$ cat config.mk
export PLATFORM = sky130hd
export DESIGN_NAME = clock_enable_gen_flat
export DESIGN_NICKNAME = d
export VERILOG_FILES = /design/src/rtl/clock_enable_gen_if.sv /design/src/rtl/clock_enable_gen.sv /design/src/flat_wrapper.sv
export SDC_FILE = /design/constraint.sdc
export NUM_CORES = 1
export LEC_CHECK = 0
export BUFFER_PORTS_ARGS = -buffer_cell sky130_fd_sc_hd__buf_2
export CAP_MARGIN = 25
export CORE_MARGIN = 2
export CORE_UTILIZATION = 25
export DETAILED_ROUTE_END_ITERATION = 8
export GPL_TIMING_DRIVEN = 0
export MAX_ROUTING_LAYER = met4
export PLACE_DENSITY_LB_ADDON = 0.1
export SETUP_SLACK_MARGIN = 0.4
export SLEW_MARGIN = 40
export SYNTH_ARGS = -nofsm -noshare
export SYNTH_HDL_FRONTEND = slang
export SYNTH_SLANG_ARGS = --single-unit
export TNS_END_PERCENT = 20
$ cat constraint.sdc
create_clock -name clk -period 1.5 [get_ports clk]
set_input_delay 0.45 -clock clk [delete_from_list [all_inputs] [get_ports clk]]
set_output_delay 0.45 -clock clk [all_outputs]
set_load 0.1 [all_outputs]
$ cat src/rtl/clock_enable_gen_if.sv
// Signals between the CPU clock-enable generator and its controller/CPU.
// The generator takes the slave modport; the driver of the controls takes master.
interface clock_enable_gen_if #(
   parameter int unsigned CNT_W = 16
);
   logic             slow_clk;
   logic             step_btn;
   logic [1:0]       mode;
   logic             halt_req;
   logic             resume;
   logic             cpu_en;
   logic [CNT_W-1:0] tick_count;
   logic [1:0]       state;
   logic             halted;

   modport master (
      output slow_clk, step_btn, mode, halt_req, resume,
      input  cpu_en, tick_count, state, halted
   );

   modport slave (
      input  slow_clk, step_btn, mode, halt_req, resume,
      output cpu_en, tick_count, state, halted
   );
endinterface

$ cat src/rtl/clock_enable_gen.sv
// CPU clock-enable generator: RUN follows slow_clk rising edges, STEP follows a
// debounced push button, HALT (or a latched CPU halt) blocks all enables.
module clock_enable_gen #(
   parameter int unsigned DEBOUNCE = 16,
   parameter int unsigned CNT_W    = 16
) (
   input logic               clk,
   input logic               rst,
   clock_enable_gen_if.slave bus
);

   typedef enum logic [1:0] {
      StHalt = 2'b00,
      StRun  = 2'b01,
      StStep = 2'b10
   } state_e;

   localparam int unsigned   DbW   = 8;
   localparam logic [DbW-1:0] DbMax = DbW'(DEBOUNCE);
   localparam logic [DbW-1:0] DbArm = DbW'(DEBOUNCE - 1);

   logic             slow_s1_q, slow_s2_q, slow_prev_q;
   logic             step_s1_q, step_s2_q;
   logic [1:0]       sync_vld_q;
   logic             slow_arm_q, slow_arm_d;
   logic [DbW-1:0]   db_cnt_q, db_cnt_d;
   logic             tick_q, tick_d;
   logic             step_q, step_d;
   state_e           state_q, state_d;
   logic             halted_q, halted_d;
   logic             cpu_en_q, cpu_en_d;
   logic [CNT_W-1:0] count_q, count_d;
   logic             fire;

   always_comb begin
      // A slow_clk already high at reset release must be seen low before it can tick.
      slow_arm_d = slow_arm_q | (sync_vld_q[1] & ~slow_s2_q);
      tick_d     = slow_s2_q & ~slow_prev_q & slow_arm_q & ~bus.halt_req;

      if (!step_s2_q) begin
         db_cnt_d = '0;
      end else if (db_cnt_q != DbMax) begin
         db_cnt_d = db_cnt_q + DbW'(1);
      end else begin
         db_cnt_d = db_cnt_q;
      end
      step_d = step_s2_q & (db_cnt_q == DbArm) & ~bus.halt_req;

      halted_d = bus.halt_req | (halted_q & ~bus.resume);

      state_d = StHalt;
      if (!halted_q) begin
         case (bus.mode)
            2'b01:   state_d = StRun;
            2'b10:   state_d = StStep;
            default: state_d = StHalt;
         endcase
      end

      fire = 1'b0;
      case (state_q)
         StRun:   fire = tick_q;
         StStep:  fire = step_q;
         default: fire = 1'b0;
      endcase
      // Halt wins over a same-cycle tick/step; the last term keeps pulses apart.
      cpu_en_d = fire & ~halted_q & ~bus.halt_req & ~cpu_en_q;

      count_d = count_q + CNT_W'(cpu_en_q);
   end

   always_ff @(posedge clk) begin
      if (!rst) begin
         slow_s1_q   <= 1'b0;
         slow_s2_q   <= 1'b0;
         slow_prev_q <= 1'b0;
         step_s1_q   <= 1'b0;
         step_s2_q   <= 1'b0;
         sync_vld_q  <= 2'b00;
         slow_arm_q  <= 1'b0;
         db_cnt_q    <= '0;
         tick_q      <= 1'b0;
         step_q      <= 1'b0;
         state_q     <= StHalt;
         halted_q    <= 1'b0;
         cpu_en_q    <= 1'b0;
         count_q     <= '0;
      end else begin
         slow_s1_q   <= bus.slow_clk;
         slow_s2_q   <= slow_s1_q;
         slow_prev_q <= slow_s2_q;
         step_s1_q   <= bus.step_btn;
         step_s2_q   <= step_s1_q;
         sync_vld_q  <= {sync_vld_q[0], 1'b1};
         slow_arm_q  <= slow_arm_d;
         db_cnt_q    <= db_cnt_d;
         tick_q      <= tick_d;
         step_q      <= step_d;
         state_q     <= state_d;
         halted_q    <= halted_d;
         cpu_en_q    <= cpu_en_d;
         count_q     <= count_d;
      end
   end

   assign bus.cpu_en     = cpu_en_q;
   assign bus.tick_count = count_q;
   assign bus.state      = state_q;
   assign bus.halted     = halted_q;

endmodule

$ cat src/flat_wrapper.sv
// flat-port wrapper written by rule: the top's interface ports become plain ports
module clock_enable_gen_flat 
#(
   parameter int unsigned DEBOUNCE = 16,
   parameter int unsigned CNT_W    = 16
)
  (clk, rst, bus_slow_clk, bus_step_btn, bus_mode, bus_halt_req, bus_resume, bus_cpu_en, bus_tick_count, bus_state, bus_halted);
  clock_enable_gen_if #(.CNT_W(CNT_W)) bus_i ();
  input logic clk;
  input logic rst;
  input wire logic [$bits(bus_i.slow_clk)-1:0] bus_slow_clk;
  input wire logic [$bits(bus_i.step_btn)-1:0] bus_step_btn;
  input wire logic [$bits(bus_i.mode)-1:0] bus_mode;
  input wire logic [$bits(bus_i.halt_req)-1:0] bus_halt_req;
  input wire logic [$bits(bus_i.resume)-1:0] bus_resume;
  output wire logic [$bits(bus_i.cpu_en)-1:0] bus_cpu_en;
  output wire logic [$bits(bus_i.tick_count)-1:0] bus_tick_count;
  output wire logic [$bits(bus_i.state)-1:0] bus_state;
  output wire logic [$bits(bus_i.halted)-1:0] bus_halted;
  assign bus_i.slow_clk = bus_slow_clk;
  assign bus_i.step_btn = bus_step_btn;
  assign bus_i.mode = bus_mode;
  assign bus_i.halt_req = bus_halt_req;
  assign bus_i.resume = bus_resume;
  assign bus_cpu_en = bus_i.cpu_en;
  assign bus_tick_count = bus_i.tick_count;
  assign bus_state = bus_i.state;
  assign bus_halted = bus_i.halted;
  clock_enable_gen #(.DEBOUNCE(DEBOUNCE), .CNT_W(CNT_W)) u_core (.clk(clk), .rst(rst), .bus(bus_i));
endmodule
==> impl_metrics.yaml <==
run_status:
  status: "complete, no violations"
timing:
  setup_viol_count_final: 0
  worst_tran_pin_value_ns: 0.366
  skew_ns: 0.00376
  timing.hold.ws_ns: 0.322
  final_hold_viol_count: 0
  slew-limit-headroom_pct: 75.4
  min_period_over_period_pct: 98.2
  timing.fmax_mhz: 679
  slew_violations: 0
  finalWorstPathRequiredPeriod_ns: 1.47
  grt_setup_unrepaired: "yes"
global_routing:
  antenna_found_initial: 0
  grt_start_max_net_pins: 13
  global_route_wire_length_before_repair_mm: 6.00
  globalRoute.totalOverflow: 0
  first_global_vias: 1253
  grt_util_all_layers_pct: 12.1
critical_path:
  critical_path_peak_fanout: 5
  critPathRequiredTime_ns: 1.71
  reg2reg_to: "u_core.bus.tick_count[12]"
  critical_path.cell_chain: "ha_4, ha_4, nand4_4, or4_4, a21oi_2"
  critical-path-max-stage-delay_ns: 0.44
  crit_path_start: "u_core.bus.cpu_en"
  timing.critical_path.slowest_stage_cell: "sky130_fd_sc_hd__or4_4"
  cp_num_buf_inv: 0
  crit_path_end_kind: "register"
  cpMostUsedCell: "sky130_fd_sc_hd__ha_4"
  worst_r2r_path_depth: 5
  critical_path.top_delay_family: "simple AND/OR/NAND/NOR gates"
  worstSetupPathDepth: 5
  crit_path_start_kind: "register"
  r2r_start: "u_core.bus.cpu_en"
  worstPathArrival_ns: 1.69
  setup.worst_path.class: "register to register"
  timing.reg2reg.setup_slack_ns: 0.03
cts:
  cts-buffers-inserted: 5
  clock_latency_ns: 0.29
  clk_root_buffer_cell: "sky130_fd_sc_hd__clkbuf_8"
  deepest_level_of_the_cts_h_tree: 2
  cts_sinks: 38
  cts.clk_slew.worst_paths_ns: 0.07
  tritoncts_clock_tree: "done"
  clockBufferDepth: 2
  ctsHoldBuffers: 0
floorplanning:
  ios: 28
  fp.dieH_microns: 82.8
  die_width_microns: 82.8
  fp.dieArea_sq_mm: 0.00685
  core_area_sq_mm: 0.00596
  initial_utilization_pct: 26.1
  num_rows: 28
cells_and_area:
  layout.cells.non_filler: 294
  area_delta_synth_final_pct: 59.6
  fraction_of_final_layout_cells_sized_beyond_drive_strength_1_pct: 48.4
  final_cell_mix: "25 x sky130_fd_sc_hd__buf_4, 15 x sky130_fd_sc_hd__dfxtp_4, 14 x sky130_fd_sc_hd__dfxtp_1, 13 x sky130_fd_sc_hd__buf_12, 11 x sky130_fd_sc_hd__nor2_1"
  fin_nets: 232
  antenna_cells: 0
  fin_util_pct: 41.6
  fill_cells: 603
  layout_commonest_cell: "sky130_fd_sc_hd__buf_4"
worst_hold_path:
  holdCritStartpoint: "bus_mode[0]"
  hold_crit_path_type: "input pin to register"
  whs_endpoint: "u_core.bus.state[1]"
  hold_path_cells: 2
route:
  drtIter0Drc: 88
  detailed_route_vias_per_instance: 4.78
  wl_per_cell_microns: 13.6
  drt-pass1-iter-count: 4
  vias: 1406
  drt_wl_total_mm: 4.00
  detail-route-antenna-nets: 0
  drc: 0
placed_design:
  port-buffer-count: 27
  dp_hpwl_mm: 2.57
  placed_cells: 267
  globalplace.congestion: 0.794
logic_synthesis:
  postSynthAreaPerCell_sq_um: 9.40
  synth.yosys.warnings: 0
  synthesis.area_sq_mm: 0.00155
  syn_nets: 179
  synth_seq_cells: 38
  sequential_element_share_of_the_synthesized_area_pct: 49.0
  synth_cells: 165
  ys_types: 29
pwr:
  finalPower_uw: 1780
  worst_ir_drop_vdd_mv: 0.346
  power_per_cell_area_mw_per_mm2: 719
  static_leakage_uw: 0.000915
flow_run:
  max_cap_violations: 0
-- kinds of logic (layout without fill, tap and decap cells) --
group,count (synthesis),count (layout),synth area share [%]
muxes,4,4,2.58
xor gates and xnor gates,6,6,3.39
AOI/OAI and AO/OA,27,27,9.68
and+or+nand+nor,71,72,27.3
adders and majority gates,6,6,4.84
buffers and inverters,13,66,3.15
DFF,38,38,49.0
-- metrics by stage --
stage	TNS [ns]	worst slack (ns)	cell area (sq um)
3_3_place_gp	0	0.00765	1860
2_1_floorplan	-0.221	-0.0884	1640
6_report	0	0.0277	2480
4_1_cts	0	0.0315	2160
3_5_place_dp	-0.00726	-0.00726	1860
5_1_grt	-0.0467	-0.0246	2480
-- area by class of cell --
| type | count | area [sq um] | area share [%] |
|---|---|---|---|
| buffer | 2 | 8.76 | 0.354 |
| sequential | 38 | 828 | 33.5 |
| inverter | 11 | 46.3 | 1.87 |
| clock buffer | 6 | 72.6 | 2.93 |
| tap | 75 | 93.8 | 3.79 |
| multi-input combinational | 115 | 933 | 37.7 |
| clock inverter | 2 | 10.0 | 0.404 |
| timing repair buffer | 45 | 483 | 19.5 |
-- worst reg2reg max path: stages (launching register included) --
cell	delay (ns)
sky130_fd_sc_hd__dfxtp_4	0.37
sky130_fd_sc_hd__ha_4	0.16
sky130_fd_sc_hd__ha_4	0.17
sky130_fd_sc_hd__nand4_4	0.12
sky130_fd_sc_hd__or4_4	0.45
sky130_fd_sc_hd__a21oi_2	0.14
-- how the worst max path moves through the flow --
stage	end	slack, ns
2_1_floorplan	u_core.bus.tick_count[12]	-0.09
3_3_place_gp	u_core.step_q	0.008
3_5_place_dp	u_core.step_q	-0.007
4_1_cts	u_core.bus.tick_count[12]	0.03
5_1_grt	u_core.bus.tick_count[12]	-0.02
6_report	u_core.bus.tick_count[12]	0.03
-- synthesized netlist by cell type (all sizes together) --
cell | n | share of area, %
a21oi | 14 | 4.5
inv | 11 | 2.7
nand2 | 10 | 2.4
nand3 | 7 | 2.6
nor3 | 4 | 1.3
nand4 | 6 | 3.8
or4 | 5 | 2.4
nor3b | 2 | 0.97
or3 | 8 | 3.2
a21o | 1 | 0.48
ha | 6 | 4.8
and2 | 7 | 2.8
and4bb | 1 | 0.81
nor4 | 4 | 1.6
nand2b | 4 | 1.6
dfxtp | 38 | 49
and3 | 1 | 0.40
xnor2 | 3 | 1.7
mux2i | 4 | 2.6
a22oi | 1 | 0.48
clkbuf | 2 | 0.48
nor2 | 11 | 2.7
o31ai | 4 | 1.9
nand4bb | 1 | 0.73
xor2 | 3 | 1.7
o21ai | 7 | 2.3
-- timing repair --
action | CTS | global route
pin swaps | 2 | 9
setup buffers | 8 | 10
gates resized for setup | 42 | 59
endpoints found under the setup margin | 46 | 46
cloned | 1 | 0
-- state kept, by name, summed over array words and instances (netlist names) --
signal                 count
u_core.slow_arm_q          1
u_core.step_s1_q           1
u_core.slow_prev_q         1
u_core.tick_q              1
u_core.bus.halted          1
u_core.bus.tick_count     16
u_core.db_cnt_q            8
u_core.slow_s1_q           1
u_core.step_s2_q           1
u_core.step_q              1
u_core.bus.state           2
u_core.slow_s2_q           1
u_core.sync_vld_q          2
u_core.bus.cpu_en          1
-- metal layers --
metal  part of all wire, %  wire, microns  track usage [%]  up-vias
met5                     0              0                -        -
met4                  0.85             34             4.59        0
met3                   3.5            139             3.79        4
met2                    50           2000             18.4       26
met1                    46           1830             15.2      676
li1                      -              -                -      700
-- power by group --
group          leakage [uW]  switching (uW)  internal [uW]
registers          0.000325            8.23            998
logic              0.000545            62.5           34.5
clock network     0.0000450             354            322
total              0.000915             424           1350
Note: power is estimated with default switching activity, not from simulation.
